[src/rtl/shared_reg_pkg.sv]
// Shared register arbiter: common types and default sizing.
package shared_reg_pkg;

  localparam int N_DEF = 4;
  localparam int W_DEF = 8;

  typedef enum logic {
    IDLE  = 1'b0,
    GRANT = 1'b1
  } state_e;

  typedef logic [$clog2(N_DEF)-1:0] owner_t;

endpackage

[src/rtl/shared_reg_if.sv]
// Container for the shared packed register so consumers can bind to one handle.
interface shared_reg_if #(
  parameter int W = 8
);
  logic [W-1:0] x;
endinterface

[src/rtl/rr_pick.sv]
// Circular first-set search: lowest index at or after ptr_i among req_i & ~excl_i.
module rr_pick #(
  parameter int N  = 4,
  parameter int OW = 2
) (
  input  logic [N-1:0]  req_i,
  input  logic [OW-1:0] ptr_i,
  input  logic [N-1:0]  excl_i,
  output logic          found_o,
  output logic [OW-1:0] idx_o
);

  logic [N-1:0]  cand;
  logic [OW-1:0] k;

  assign cand = req_i & ~excl_i;

  // Walk N positions starting at ptr_i; the first candidate wins.
  always_comb begin
    found_o = 1'b0;
    idx_o   = '0;
    k       = '0;
    for (int i = 0; i < N; i++) begin
      k = OW'((int'(ptr_i) + i) % N);
      if (!found_o && cand[k]) begin
        found_o = 1'b1;
        idx_o   = k;
      end
    end
  end

endmodule

[src/rtl/shared_reg_arbiter.sv]
// Round-robin owner of one shared W-bit register; the grantee writes masked bits.
//
//   state | meaning
//   IDLE  | no grant held, waiting for any request
//   GRANT | one requester owns the register; its write commits while it requests
module shared_reg_arbiter
  import shared_reg_pkg::*;
#(
  parameter int N = N_DEF,
  parameter int W = W_DEF
) (
  input  logic                 i_clk,
  input  logic                 i_rst_n,
  input  logic [N-1:0]         i_req,
  input  logic [N-1:0]         i_lock,
  input  logic [N*W-1:0]       i_wmask,
  input  logic [N*W-1:0]       i_wdata,
  output logic [N-1:0]         o_gnt,
  output logic [$clog2(N)-1:0] o_owner,
  output logic                 o_busy,
  output logic [W-1:0]         o_q
);

  localparam int OW = $clog2(N);

  state_e        state_q;
  logic [OW-1:0] owner_q;
  logic [OW-1:0] ptr_q;
  logic [N-1:0]  gnt_q;
  logic          busy_q;

  shared_reg_if #(.W(W)) u_R ();

  logic          own_req;
  logic          own_lock;
  logic          commit;
  logic [OW-1:0] ptr_nxt;
  logic [OW-1:0] pick_ptr;
  logic [N-1:0]  pick_excl;
  logic          pick_found;
  logic [OW-1:0] pick_idx;
  logic [N-1:0]  pick_oh;
  logic [W-1:0]  wmask_sel;
  logic [W-1:0]  wdata_sel;
  logic [W-1:0]  x_d;

  // gnt_q is the one-hot of owner_q while granted and zero when idle,
  // so it doubles as the owner select everywhere below.
  assign own_req  = |(i_req & gnt_q);
  assign own_lock = |(i_lock & gnt_q);
  assign commit   = (state_q == GRANT) && own_req;
  assign ptr_nxt  = (owner_q == OW'(N - 1)) ? '0 : owner_q + OW'(1);

  // When leaving an owner the search starts past it and skips it for this pick.
  assign pick_ptr  = (state_q == GRANT) ? ptr_nxt : ptr_q;
  assign pick_excl = (state_q == GRANT) ? gnt_q : '0;

  rr_pick #(
    .N  (N),
    .OW (OW)
  ) u_pick (
    .req_i   (i_req),
    .ptr_i   (pick_ptr),
    .excl_i  (pick_excl),
    .found_o (pick_found),
    .idx_o   (pick_idx)
  );

  // One-hot of the picked requester for the registered grant.
  always_comb begin
    pick_oh           = '0;
    pick_oh[pick_idx] = 1'b1;
  end

  // AND-OR select of the owner's mask and data lanes.
  always_comb begin
    wmask_sel = '0;
    wdata_sel = '0;
    for (int k = 0; k < N; k++) begin
      wmask_sel = wmask_sel | (i_wmask[k*W +: W] & {W{gnt_q[k]}});
      wdata_sel = wdata_sel | (i_wdata[k*W +: W] & {W{gnt_q[k]}});
    end
  end

  assign x_d = commit ? ((wdata_sel & wmask_sel) | (u_R.x & ~wmask_sel)) : u_R.x;

  // Arbitration FSM with registered grant, owner and busy.
  always_ff @(posedge i_clk or negedge i_rst_n) begin
    if (!i_rst_n) begin
      state_q <= IDLE;
      owner_q <= '0;
      ptr_q   <= '0;
      gnt_q   <= '0;
      busy_q  <= 1'b0;
    end else begin
      case (state_q)
        IDLE: begin
          if (pick_found) begin
            state_q <= GRANT;
            owner_q <= pick_idx;
            gnt_q   <= pick_oh;
            busy_q  <= 1'b1;
          end
        end
        GRANT: begin
          if (!(own_lock && own_req)) begin
            ptr_q <= ptr_nxt;
            if (pick_found) begin
              owner_q <= pick_idx;
              gnt_q   <= pick_oh;
            end else begin
              state_q <= IDLE;
              owner_q <= '0;
              gnt_q   <= '0;
              busy_q  <= 1'b0;
            end
          end
        end
        default: state_q <= IDLE;
      endcase
    end
  end

  // Each register bit has its own flop process so consumers can treat bits independently.
  for (genvar b = 0; b < W; b++) begin : g_bit
    always_ff @(posedge i_clk or negedge i_rst_n) begin
      if (!i_rst_n) begin
        u_R.x[b] <= 1'b0;
      end else begin
        u_R.x[b] <= x_d[b];
      end
    end
  end

  assign o_gnt   = gnt_q;
  assign o_owner = owner_q;
  assign o_busy  = busy_q;
  assign o_q     = u_R.x;

endmodule

[config.mk]
export PLATFORM = sky130hd
export DESIGN_NAME = shared_reg_arbiter
export DESIGN_NICKNAME = d
export VERILOG_FILES = /design/src/rtl/shared_reg_pkg.sv /design/src/rtl/shared_reg_if.sv /design/src/rtl/rr_pick.sv /design/src/rtl/shared_reg_arbiter.sv
export SDC_FILE = /design/constraint.sdc
export NUM_CORES = 1
export LEC_CHECK = 0
export CAP_MARGIN = 10
export CORE_MARGIN = 4
export CORE_UTILIZATION = 37
export CTS_CLUSTER_DIAMETER = 200
export CTS_CLUSTER_SIZE = 14
export DETAILED_ROUTE_END_ITERATION = 8
export PLACE_DENSITY = 0.85
export SYNTH_ARGS = -nofsm -noshare
export SYNTH_HDL_FRONTEND = slang
export SYNTH_SLANG_ARGS = --single-unit
[constraint.sdc]
create_clock -name i_clk -period 2.5 [get_ports i_clk]
set_input_delay 0.5 -clock i_clk [delete_from_list [all_inputs] [get_ports i_clk]]
set_output_delay 0.5 -clock i_clk [all_outputs]
set_load 0.005 [all_outputs]
==> reports/results.txt <==
Ports - 89
worst-margin pin slew - 837 ps
Worst Setup End Kind - flop
Sw Ratio - 41.0%
Total GRT Usage - 21.5%
post-synth cell types - 37
startpoint class of the critical path - flop
core area - 3130 um2
Pins Over Slew Limit - 0
die area - 4350 um2
Sink Count - 18
Clock Power Share - 8.6%
status - completed
hold_buf cts - 0
sequential power share - 27.5%
Combinational Power Share - 63.8%
Final Cell Area - 2190 um2
H-tree depth - 1
antenna violations before repair - 0
Util after Layout - 70.2%
Hold/Removal Path Class - reg -> reg
Chip Height - 66.0 um
Main synth FF type - dfrtp_1
WHS Path Cells - 1
Vias - 1494
nets - 294
sequential area share after synthesis - 36.2%
Final HPWL DP - 3.87 mm
Ant. Diodes - 0
largest net degree at the start of global routing - 19
sw power - 0.869 mW
vias in the first global route - 1491
Pint - 1.25 mW
FFs w/ async S/R, synth - 100%
highest clock rate - 489 MHz
Synthesized Nets - 205
syn avg cell area - 9.57 um2
Via density - 5.70
placer congestion estimate - 0.805
total grt overflow - 0
Setup Viol. Count Final - 0
Layout Cells excl Fill - 262
synthesized area - 1240 um2
Power Density - 967 nW/um2
fin crit share - 81.9%
clock-pin transition on the worst setup and hold timing paths - 110 ps
clock root cell - clkbuf_4
critical path arrival - 2240 ps
Clock Tree Buf Depth - 2
Post-Syn Instances - 130
maximum vdd drop - 0.000510 V
Antenna Nets Post-Route - 0
row count - 20
Num CTS Buffers - 3
Crit Path Class - reg -> reg
Slew Limit Headroom - 44.0%
post_cts resized - 0
clk_skew - 7.86 ps
Tmin final - 2050 ps
Port Buf Inserts - 88
first drt pass iteration count - 4
TNS Setup - 0 ps
CTS tree - built
Clk Latency, worst-skew pair - 300 ps
Cell Area, Placed - 2160 um2
RSZ-0062 raised after global routing - no
CP required - 2690 ps
wirelength, routed - 4.82 mm
number of setup buffers added after CTS - 0
Post-synth EDFFs - 0
final hold viol count - 0
Hold WS - 541 ps
Leak - 0.818 nW
number of max-cap violations - 0
DRC viols - 0
FF+latch count, synth - 18
Yosys warning count - 0
Synth-to-Final Area Change - 76.5%
Max Fanout on Critical Path - 5
wire per inst - 18.4 um
R2R cell count - 6
layout cells sized above 1 - 10.1%
Initial Util - 39.8%
global-route wire length before repair - 7.20 mm
Die X - 66.0 um
placed cells - 258
drt initial violations - 125
==> layout make-up <==
class	count	area (um2)
Clock buffer	4	36.3
Fill cell	246	933
Inverter	1	3.75
Multi-Input combinational cell	102	731
Sequential cell	18	450
Tap cell	44	55.1
Timing Repair Buffer	93	918
==> Yosys cell counts, drive strengths merged, types with 2 or more instances <==
| library cell | count | area share [%] |
|---|---|---|
| nor2 | 14 | 4.4 |
| a21boi | 2 | 1.2 |
| o21ai | 4 | 2.5 |
| a22o | 5 | 3.6 |
| nand2 | 3 | 0.91 |
| o21a | 2 | 1.2 |
| buf | 7 | 4.1 |
| a31oi | 9 | 4.5 |
| a32o | 4 | 3.2 |
| mux2 | 2 | 1.8 |
| a22oi | 32 | 19 |
| clkbuf | 2 | 0.60 |
| dfrtp | 18 | 36 |
| a21oi | 10 | 4.0 |
| nor2b | 2 | 1.2 |
==> layout by cell type, fill, tap and decap left out, types with 2 or more instances in the layout <==
cell type	count
buf_4	5
a21boi_0	2
nand2_1	3
clkdlybuf4s50_1	88
nor2_1	13
clkbuf_4	3
a22o_1	4
o21ai_0	2
a21oi_1	10
o21a_1	2
mux2_2	2
a31oi_1	9
dfrtp_1	18
a22oi_1	32
a32o_1	4
==> logic make-up after synthesis <==
logic type,synth area share [%]
buffers and inverters,5.03
flip-flops,36.2
AND/OR/NAND/NOR,9.06
AO/OA/AOI/OAI,45.8
multiplexers,2.92
adder cells (fa/ha/maj),1.01
==> critical path: stages, from the launching register on <==
cell and delay (ps):
dfrtp_1 470, ha_1 360, mux2i_2 290, o21ai_1 150, a21oi_1 210, o21ai_0 170
a32o_1 270
==> final timing paths <==
check                      slack [ps]       start                          to
setup / recovery                  450  o_owner[0]                    o_gnt[1]
hold / removal                    540    ptr_q[0]                    ptr_q[0]
setup reg to reg                  450  o_owner[0]                    o_gnt[1]
hold reg to reg                   540    ptr_q[0]                    ptr_q[0]
max in group asynchronous        1310     i_rst_n  asynchronous set/reset pin
min in group asynchronous         670     i_rst_n                      o_busy
==> layer usage <==
layer | part of all wire, % | vias to the layer above | track usage (%) | routed length (um)
li1 | - | 703 | - | -
met1 | 38 | 717 | 25.0 | 1850
met2 | 53 | 64 | 38.8 | 2530
met3 | 6.8 | 10 | 4.59 | 330
met4 | 2.2 | 0 | 7.36 | 108
met5 | 0 | - | 0 | 0
==> power groups by stage <==
| stage | Combinational [mW] | Sequential [mW] | Clock, mW |
|---|---|---|---|
| after floorplan | 0.821 | 0.531 | 0 |
| after CTS | 1.35 | 0.578 | 0.186 |
| after global placement | 1.28 | 0.580 | 0 |
| after detailed placement | 1.34 | 0.585 | 0 |
| after global routing | 1.47 | 0.606 | 0.197 |
| final | 1.35 | 0.585 | 0.183 |
==> metrics by stage <==
step / setup slack (ps) / total power, mW
final: 454 / 2.12
after global routing: 346 / 2.27
after CTS: 486 / 2.12
after detailed placement: 249 / 1.93
after global placement: 337 / 1.86
after floorplan: 755 / 1.35
Note: power is estimated with default switching activity, not from simulation.
